## config.mk

```make
export PLATFORM = sky130hd
export DESIGN_NAME = viterbi_acs_array_flat
export DESIGN_NICKNAME = d
export VERILOG_FILES = /design/src/rtl/viterbi_pkg.sv /design/src/rtl/viterbi_acs_array_if.sv /design/src/rtl/viterbi_acs_butterfly.sv /design/src/rtl/viterbi_acs_array.sv /design/src/flat_wrapper.sv
export SDC_FILE = /design/constraint.sdc
export NUM_CORES = 1
export LEC_CHECK = 0
export ABC_AREA = 1
export CORE_ASPECT_RATIO = 1.1
export CORE_UTILIZATION = 45
export DETAILED_ROUTE_END_ITERATION = 16
export GPL_TIMING_DRIVEN = 0
export SLEW_MARGIN = 40
export SYNTH_ARGS = -nofsm -noshare
export SYNTH_HDL_FRONTEND = slang
export SYNTH_HIERARCHICAL = 1
export SYNTH_SLANG_ARGS = --single-unit
```

## constraint.sdc

```tcl
create_clock -name clock -period 13.2 [get_ports clock]
set_clock_uncertainty 0.2 [all_clocks]
set_input_delay 1.98 -clock clock [delete_from_list [all_inputs] [get_ports clock]]
set_output_delay 1.98 -clock clock [all_outputs]
set_load 0.005 [all_outputs]
```

## src/rtl/viterbi_pkg.sv

```systemverilog
// rtl/viterbi_pkg.sv - shared defaults and trellis helpers for the Viterbi ACS array
package viterbi_pkg;
  localparam int K_DEF    = 3;
  localparam int G0_DEF   = 'o7;
  localparam int G1_DEF   = 'o5;
  localparam int W_DEF    = 4;
  localparam int BMW_DEF  = 2;
  localparam int N_ST_DEF = 1 << (K_DEF - 1);
  localparam int MAX_DEF  = (1 << W_DEF) - 1;

  // Frame-start metric: only state 0 is reachable, the rest sit at MAX.
  function automatic int unsigned init_metric(input int unsigned st, input int unsigned w);
    return (st == 0) ? 0 : (1 << w) - 1;
  endfunction

  // r = {u, predecessor}; returns {c0, c1}, which is also the branch-metric hypothesis index.
  function automatic logic [1:0] expected_bits(input int unsigned r, input int unsigned g0,
                                               input int unsigned g1);
    return {^(r & g0), ^(r & g1)};
  endfunction
endpackage

```

## src/rtl/viterbi_acs_array_if.sv

```systemverilog
// rtl/viterbi_acs_array_if.sv - branch-metric input and decision output channels of the ACS array
interface viterbi_acs_array_if
  import viterbi_pkg::*;
#(
  parameter int K   = K_DEF,
  parameter int W   = W_DEF,
  parameter int BMW = BMW_DEF
);
  localparam int N_ST = 1 << (K - 1);

  logic               start;
  logic               bm_valid;
  logic               bm_ready;
  logic [4*BMW-1:0]   bm;
  logic               dec_valid;
  logic               dec_ready;
  logic [N_ST-1:0]    dec;
  logic [K-2:0]       best_state;
  logic [W-1:0]       best_metric;
  logic               norm_pulse;

  modport master (
    output start, bm_valid, bm, dec_ready,
    input  bm_ready, dec_valid, dec, best_state, best_metric, norm_pulse
  );

  modport slave (
    input  start, bm_valid, bm, dec_ready,
    output bm_ready, dec_valid, dec, best_state, best_metric, norm_pulse
  );
endinterface

```

## src/rtl/viterbi_acs_butterfly.sv

```systemverilog
// rtl/viterbi_acs_butterfly.sv - one radix-2 butterfly: predecessors 2I, 2I+1 feed states I and I+N_ST/2
module viterbi_acs_butterfly
  import viterbi_pkg::*;
#(
  parameter int K   = K_DEF,
  parameter int G0  = G0_DEF,
  parameter int G1  = G1_DEF,
  parameter int W   = W_DEF,
  parameter int BMW = BMW_DEF,
  parameter int I   = 0
)
(
  input  logic [W-1:0]         pm_p0,
  input  logic [W-1:0]         pm_p1,
  input  logic [4*BMW-1:0]     bm,
  output logic [1:0][W-1:0]    new_pm,
  output logic [1:0]           dec
);
  localparam int N_ST = 1 << (K - 1);
  localparam int P0   = 2 * I;
  localparam logic [W-1:0] MAX = '1;

  // An unreachable predecessor (MAX) must stay unreachable regardless of the branch cost.
  function automatic logic [W-1:0] sat_add(input logic [W-1:0] pm, input logic [BMW-1:0] cost);
    logic [W:0] sum;
    sum = {1'b0, pm} + (W+1)'(cost);
    if (pm == MAX || sum > {1'b0, MAX}) return MAX;
    return sum[W-1:0];
  endfunction

  for (genvar u = 0; u < 2; u++) begin : g_next
    localparam logic [1:0] H0 = expected_bits(u * N_ST + P0, G0, G1);
    localparam logic [1:0] H1 = expected_bits(u * N_ST + P0 + 1, G0, G1);
    logic [W-1:0] cand0;
    logic [W-1:0] cand1;

    assign cand0     = sat_add(pm_p0, bm[H0*BMW +: BMW]);
    assign cand1     = sat_add(pm_p1, bm[H1*BMW +: BMW]);
    assign dec[u]    = cand0 > cand1;
    assign new_pm[u] = dec[u] ? cand1 : cand0;
  end
endmodule

```

## src/rtl/viterbi_acs_array.sv

```systemverilog
// rtl/viterbi_acs_array.sv - full-trellis add-compare-select with renormalisation, best-state search and flow control
module viterbi_acs_array
  import viterbi_pkg::*;
#(
  parameter int K   = K_DEF,
  parameter int G0  = G0_DEF,
  parameter int G1  = G1_DEF,
  parameter int W   = W_DEF,
  parameter int BMW = BMW_DEF
)
(
  input  logic                 clock,
  input  logic                 reset,
  viterbi_acs_array_if.slave   bus
);
  localparam int N_ST   = 1 << (K - 1);
  localparam int HALF_N = N_ST / 2;
  localparam logic [W-1:0] HALF = {1'b1, {(W-1){1'b0}}};

  logic [N_ST-1:0][W-1:0] pm_q, pm_d;
  logic [N_ST-1:0][W-1:0] init_pm, pred, new_pm, stored;
  logic [N_ST-1:0]        dec_q, dec_d, new_dec;
  logic                   dec_valid_q, dec_valid_d;
  logic                   norm_q, norm_d;
  logic [K-2:0]           best_state_q, best_state_d, min_state;
  logic [W-1:0]           best_metric_q, best_metric_d, min_metric;
  logic                   renorm;
  logic                   xfer;

  assign bus.bm_ready = !dec_valid_q || bus.dec_ready;
  assign xfer         = bus.bm_valid && bus.bm_ready;

  always_comb begin
    init_pm = '0;
    for (int j = 0; j < N_ST; j++) init_pm[j] = W'(init_metric(j, W));
  end

  assign pred = bus.start ? init_pm : pm_q;

  for (genvar i = 0; i < HALF_N; i++) begin : g_bfly
    logic [1:0][W-1:0] nm;
    logic [1:0]        db;

    viterbi_acs_butterfly #(.K(K), .G0(G0), .G1(G1), .W(W), .BMW(BMW), .I(i)) u_bfly (
      .pm_p0  (pred[2*i]),
      .pm_p1  (pred[2*i+1]),
      .bm     (bus.bm),
      .new_pm (nm),
      .dec    (db)
    );

    assign new_pm[i]          = nm[0];
    assign new_pm[i+HALF_N]   = nm[1];
    assign new_dec[i]         = db[0];
    assign new_dec[i+HALF_N]  = db[1];
  end

  // Renormalise only when every state has its top bit set, so subtracting HALF never underflows.
  always_comb begin
    renorm = 1'b1;
    for (int j = 0; j < N_ST; j++) if (new_pm[j] < HALF) renorm = 1'b0;
    stored = new_pm;
    if (renorm) for (int j = 0; j < N_ST; j++) stored[j] = new_pm[j] - HALF;
    min_metric = stored[0];
    min_state  = '0;
    for (int j = 1; j < N_ST; j++) begin
      if (stored[j] < min_metric) begin
        min_metric = stored[j];
        min_state  = (K-1)'(j);
      end
    end
  end

  always_comb begin
    pm_d          = pm_q;
    dec_d         = dec_q;
    norm_d        = norm_q;
    best_state_d  = best_state_q;
    best_metric_d = best_metric_q;
    dec_valid_d   = dec_valid_q;
    if (xfer) begin
      pm_d          = stored;
      dec_d         = new_dec;
      norm_d        = renorm;
      best_state_d  = min_state;
      best_metric_d = min_metric;
      dec_valid_d   = 1'b1;
    end else if (bus.dec_ready) begin
      dec_valid_d = 1'b0;
    end
  end

  always_ff @(posedge clock or posedge reset) begin
    if (reset) begin
      for (int j = 0; j < N_ST; j++) pm_q[j] <= W'(init_metric(j, W));
      dec_q         <= '0;
      norm_q        <= 1'b0;
      best_state_q  <= '0;
      best_metric_q <= '0;
      dec_valid_q   <= 1'b0;
    end else begin
      pm_q          <= pm_d;
      dec_q         <= dec_d;
      norm_q        <= norm_d;
      best_state_q  <= best_state_d;
      best_metric_q <= best_metric_d;
      dec_valid_q   <= dec_valid_d;
    end
  end

  assign bus.dec_valid   = dec_valid_q;
  assign bus.dec         = dec_q;
  assign bus.norm_pulse  = norm_q;
  assign bus.best_state  = best_state_q;
  assign bus.best_metric = best_metric_q;
endmodule

```

## src/flat_wrapper.sv

```systemverilog
// flat-port wrapper written by rule: the top's interface ports become plain ports
module viterbi_acs_array_flat import viterbi_pkg::*;
#(
  parameter int K   = K_DEF,
  parameter int G0  = G0_DEF,
  parameter int G1  = G1_DEF,
  parameter int W   = W_DEF,
  parameter int BMW = BMW_DEF
)
  (clock, reset, bus_start, bus_bm_valid, bus_bm, bus_dec_ready, bus_bm_ready, bus_dec_valid, bus_dec, bus_best_state, bus_best_metric, bus_norm_pulse);
  viterbi_acs_array_if #(.K(K), .W(W), .BMW(BMW)) bus_i ();
  input  logic clock;
  input  logic reset;
  input wire logic [$bits(bus_i.start)-1:0] bus_start;
  input wire logic [$bits(bus_i.bm_valid)-1:0] bus_bm_valid;
  input wire logic [$bits(bus_i.bm)-1:0] bus_bm;
  input wire logic [$bits(bus_i.dec_ready)-1:0] bus_dec_ready;
  output wire logic [$bits(bus_i.bm_ready)-1:0] bus_bm_ready;
  output wire logic [$bits(bus_i.dec_valid)-1:0] bus_dec_valid;
  output wire logic [$bits(bus_i.dec)-1:0] bus_dec;
  output wire logic [$bits(bus_i.best_state)-1:0] bus_best_state;
  output wire logic [$bits(bus_i.best_metric)-1:0] bus_best_metric;
  output wire logic [$bits(bus_i.norm_pulse)-1:0] bus_norm_pulse;
  assign bus_i.start = bus_start;
  assign bus_i.bm_valid = bus_bm_valid;
  assign bus_i.bm = bus_bm;
  assign bus_i.dec_ready = bus_dec_ready;
  assign bus_bm_ready = bus_i.bm_ready;
  assign bus_dec_valid = bus_i.dec_valid;
  assign bus_dec = bus_i.dec;
  assign bus_best_state = bus_i.best_state;
  assign bus_best_metric = bus_i.best_metric;
  assign bus_norm_pulse = bus_i.norm_pulse;
  viterbi_acs_array #(.K(K), .G0(G0), .G1(G1), .W(W), .BMW(BMW)) u_core (.clock(clock), .reset(reset), .bus(bus_i));
endmodule
```

==> results of run 1 <==
-- cell usage after synthesis (all sizes together) --
master | instances | area [um^2]
nand2 | 206 | 846
inv | 105 | 394
nand3 | 43 | 243
ha | 42 | 526
o21ai | 41 | 216
dfrtp | 16 | 400
nor2 | 15 | 78.8
dfstp | 12 | 315
a21oi | 11 | 119
fa | 8 | 160
or2 | 8 | 50.1
buf | 4 | 35.0
clkbuf | 4 | 15.0
clkinv | 3 | 13.8
nand4 | 2 | 12.5
a21boi | 1 | 7.51
a31oi | 1 | 6.26
-- stage by stage --
step	hold WS (ns)	util	area, um^2
global placement	0.258	0.511	3800
finish	0.276	0.517	3840
global route	0.306	0.517	3840
CTS	0.279	0.517	3840
floorplan	0.244	-	3440
detailed placement	0.262	0.511	3800
-- sequential cells by signal, summed over array words and instances, names as in the netlist --
name / count
u_core/bus.best_metric: 4
u_core/bus.dec: 4
u_core/bus.dec_valid: 1
u_core/bus.norm_pulse: 1
u_core/bus.best_state: 2
u_core/pm_q: 16
-- how the worst max path moves through the flow --
stage,endpoint,slack [ns],depth (start not counted)
floorplan,u_core/bus.best_metric[0]$_DFFE_PP0P_,6.30,34
global route,u_core/bus.best_metric[3]$_DFFE_PP0P_,4.68,35
CTS,u_core/bus.best_metric[3]$_DFFE_PP0P_,5.14,35
detailed placement,u_core/bus.best_metric[3]$_DFFE_PP0P_,4.85,35
global placement,u_core/bus.best_metric[0]$_DFFE_PP0P_,4.97,34
finish,u_core/bus.best_metric[3]$_DFFE_PP0P_,5.09,35
-- routing by layer --
layer	routed length, um	GRT usage
met2	4160	0.423
met1	3460	0.248
met5	0	0
met3	118	0.00879
met4	162	0.0694
-- cell type report --
class / instances / share of cell area
Sequential cell: 28 / 0.186
Clock buffer: 4 / 0.0117
Tap cell: 87 / 0.0283
Multi-Input combinational cell: 378 / 0.589
Inverter: 108 / 0.106
Buffer: 8 / 0.0130
Timing Repair Buffer: 25 / 0.0651
-- worst register-to-register path: cells and delay by family (launching register included) --
family / cells / cell delay [ns]
buffers and inverters: 2 / 0.16
AO/OA/AOI/OAI: 6 / 1.45
AND/OR/NAND/NOR: 19 / 2.04
adder cells (fa/ha/maj): 6 / 1.66
flip-flops: 1 / 0.38
-- cell families (layout without fill, tap and decap cells) --
group	count (synthesis)	count (layout)
simple gates	274	274
flops	28	28
buf+inv	116	145
fa+ha+maj	50	50
compound gates	54	54
==> impl_metrics.tcl, run 1 <==
set metrics [dict create \
    cts-hold-fix-buffers 0 \
    cts_made_buffers 3 \
    final_cell_mix "187 x nand2_1, 96 x inv_1, 42 x ha_1, 39 x nand3_1, 32 x o21ai_0" \
    grt_pass1_wl_um 13800 \
    dp_hpwl_um 6700 \
    critPathArrivalTime_ns 8.07 \
    htreeDepth 1 \
    die_area_mm2 0.00799 \
    rows 33 \
    postCtsSetupBuffers 0 \
    hold_depth 2 \
    multi_input_area_mm2 0.00226 \
    wire_per_inst_um 12.4 \
    track_usage 0.215 \
    violations "design-rule violations" \
    place_inst 634 \
    cp-start-kind "input port" \
    ff2ff_setup_slack_ns 7.18 \
    cts.sinks 28 \
    synth.avg_cell_area_um2 6.59 \
    critPathBufInv 4 \
    cp-end-kind "flop" \
    worst_ep_required_time_ns 13.16 \
    critical_path.top_delay_family "simple AND/OR/NAND/NOR gates" \
    die_w_um 85.3 \
    cts_buffer_depth 2 \
    antenna_found_initial 0 \
    seq_area_um2 716 \
    worstMarginPinSlew_ns 0.592 \
    synth_compound_area_frac 0.102 \
    final_common_cell "nand2_1" \
    crit_top_cell "nand2_1" \
    synth_cell_types 30 \
    setup_tns_ns 0 \
    remaining_drc_errors 2 \
    grt_max_degree 29 \
    drtPass1Iterations 11 \
    syn_nets 585 \
    core_area_mm2 0.00743 \
    gp_congestion 0.835 \
    cts-root-buf "clkbuf_8" \
    io_pins 26 \
    status "finished, violations left" \
    cp-startpoint "bus_start" \
    r2r_start "u_core/pm_q[12]$_DFFE_PP1P_" \
    cp_max_fo 10 \
    area_delta_synth_final_pct 11.8 \
    hold_path.class "flop to flop" \
    cts_tree "done" \
    preCtsSetupSlack_ns 4.85 \
    wl_um 7910 \
    io_buffers 25 \
    viasPerCell 4.90 \
    synthCells 522 \
    finalCritPeriodShare 0.615 \
    insertion_delay_ns 0.28 \
    drv_slew 0 \
    first_iter_violations 123 \
    synth_area_mm2 0.00344 \
    cts_resized 0 \
    synth-simple-area-share 0.358 \
    grt_pass1_vias 3168 \
    initial_core_util 0.463 \
    setup_viol 0 \
    maxCapViolCount 0 \
    worstHoldStart "u_core/pm_q[10]$_DFFE_PP1P_" \
    setup_ws_ns 5.09 \
    max_freq_mhz 123 \
    vias 3129 \
    fin_crit_ns 8.11 \
    synthXorXnorAreaFrac 0 \
    clkTransAtPathRegs_ns 0.10 \
    slowest_delay_ns 0.47 \
    synth_top_family_by_area "simple AND/OR/NAND/NOR gates" \
    rr_endpoint "u_core/bus.best_metric[3]$_DFFE_PP0P_" \
    layout.cells.non_filler 638 \
    reg2reg_depth 33 \
    synth_mux_area_frac 0 \
    drive_gt1_frac 0.134 \
    rsz0062_at_grt "false" \
    path_class "input port to flop" \
    yosys_warnings 6 \
    n_fill_cell 786 \
    seq_area_frac_synth 0.208 \
    ys_ff_latch 28 \
    whs_endpoint "u_core/pm_q[10]$_DFFE_PP1P_" \
    nNetsFinal 615 \
    antenna-diode-count 0 \
    gr-total-overflow 0 \
    die_h_um 93.7 \
    slew_headroom 0.605 \
    ant_nets 0 \
    yosys.area_share.adder 0.199 \
    cpMaxStageDelayCell "a21oi_1" \
    final-hold-violation-count 0 \
]
Power of run 1 is not shown: default switching activity piles up to over one toggle a cycle in this logic, so the estimate is an artifact.
==> run 2: changes to the inputs <==
clock period = 8.3 ns   (was 13.2 ns; I/O delays follow)
==> results of run 2 <==
Same layout as run 1 (identical final DEF). Status: finished, violations left: design-rule violations.
Main changes from that run: setup slack after placement 4.85 ns -> 0.684 ns; setup slack after layout 5.09 ns -> 0.921 ns; register-to-register setup slack 7.18 ns -> 2.28 ns
Power of run 2 is left out for the same reason.
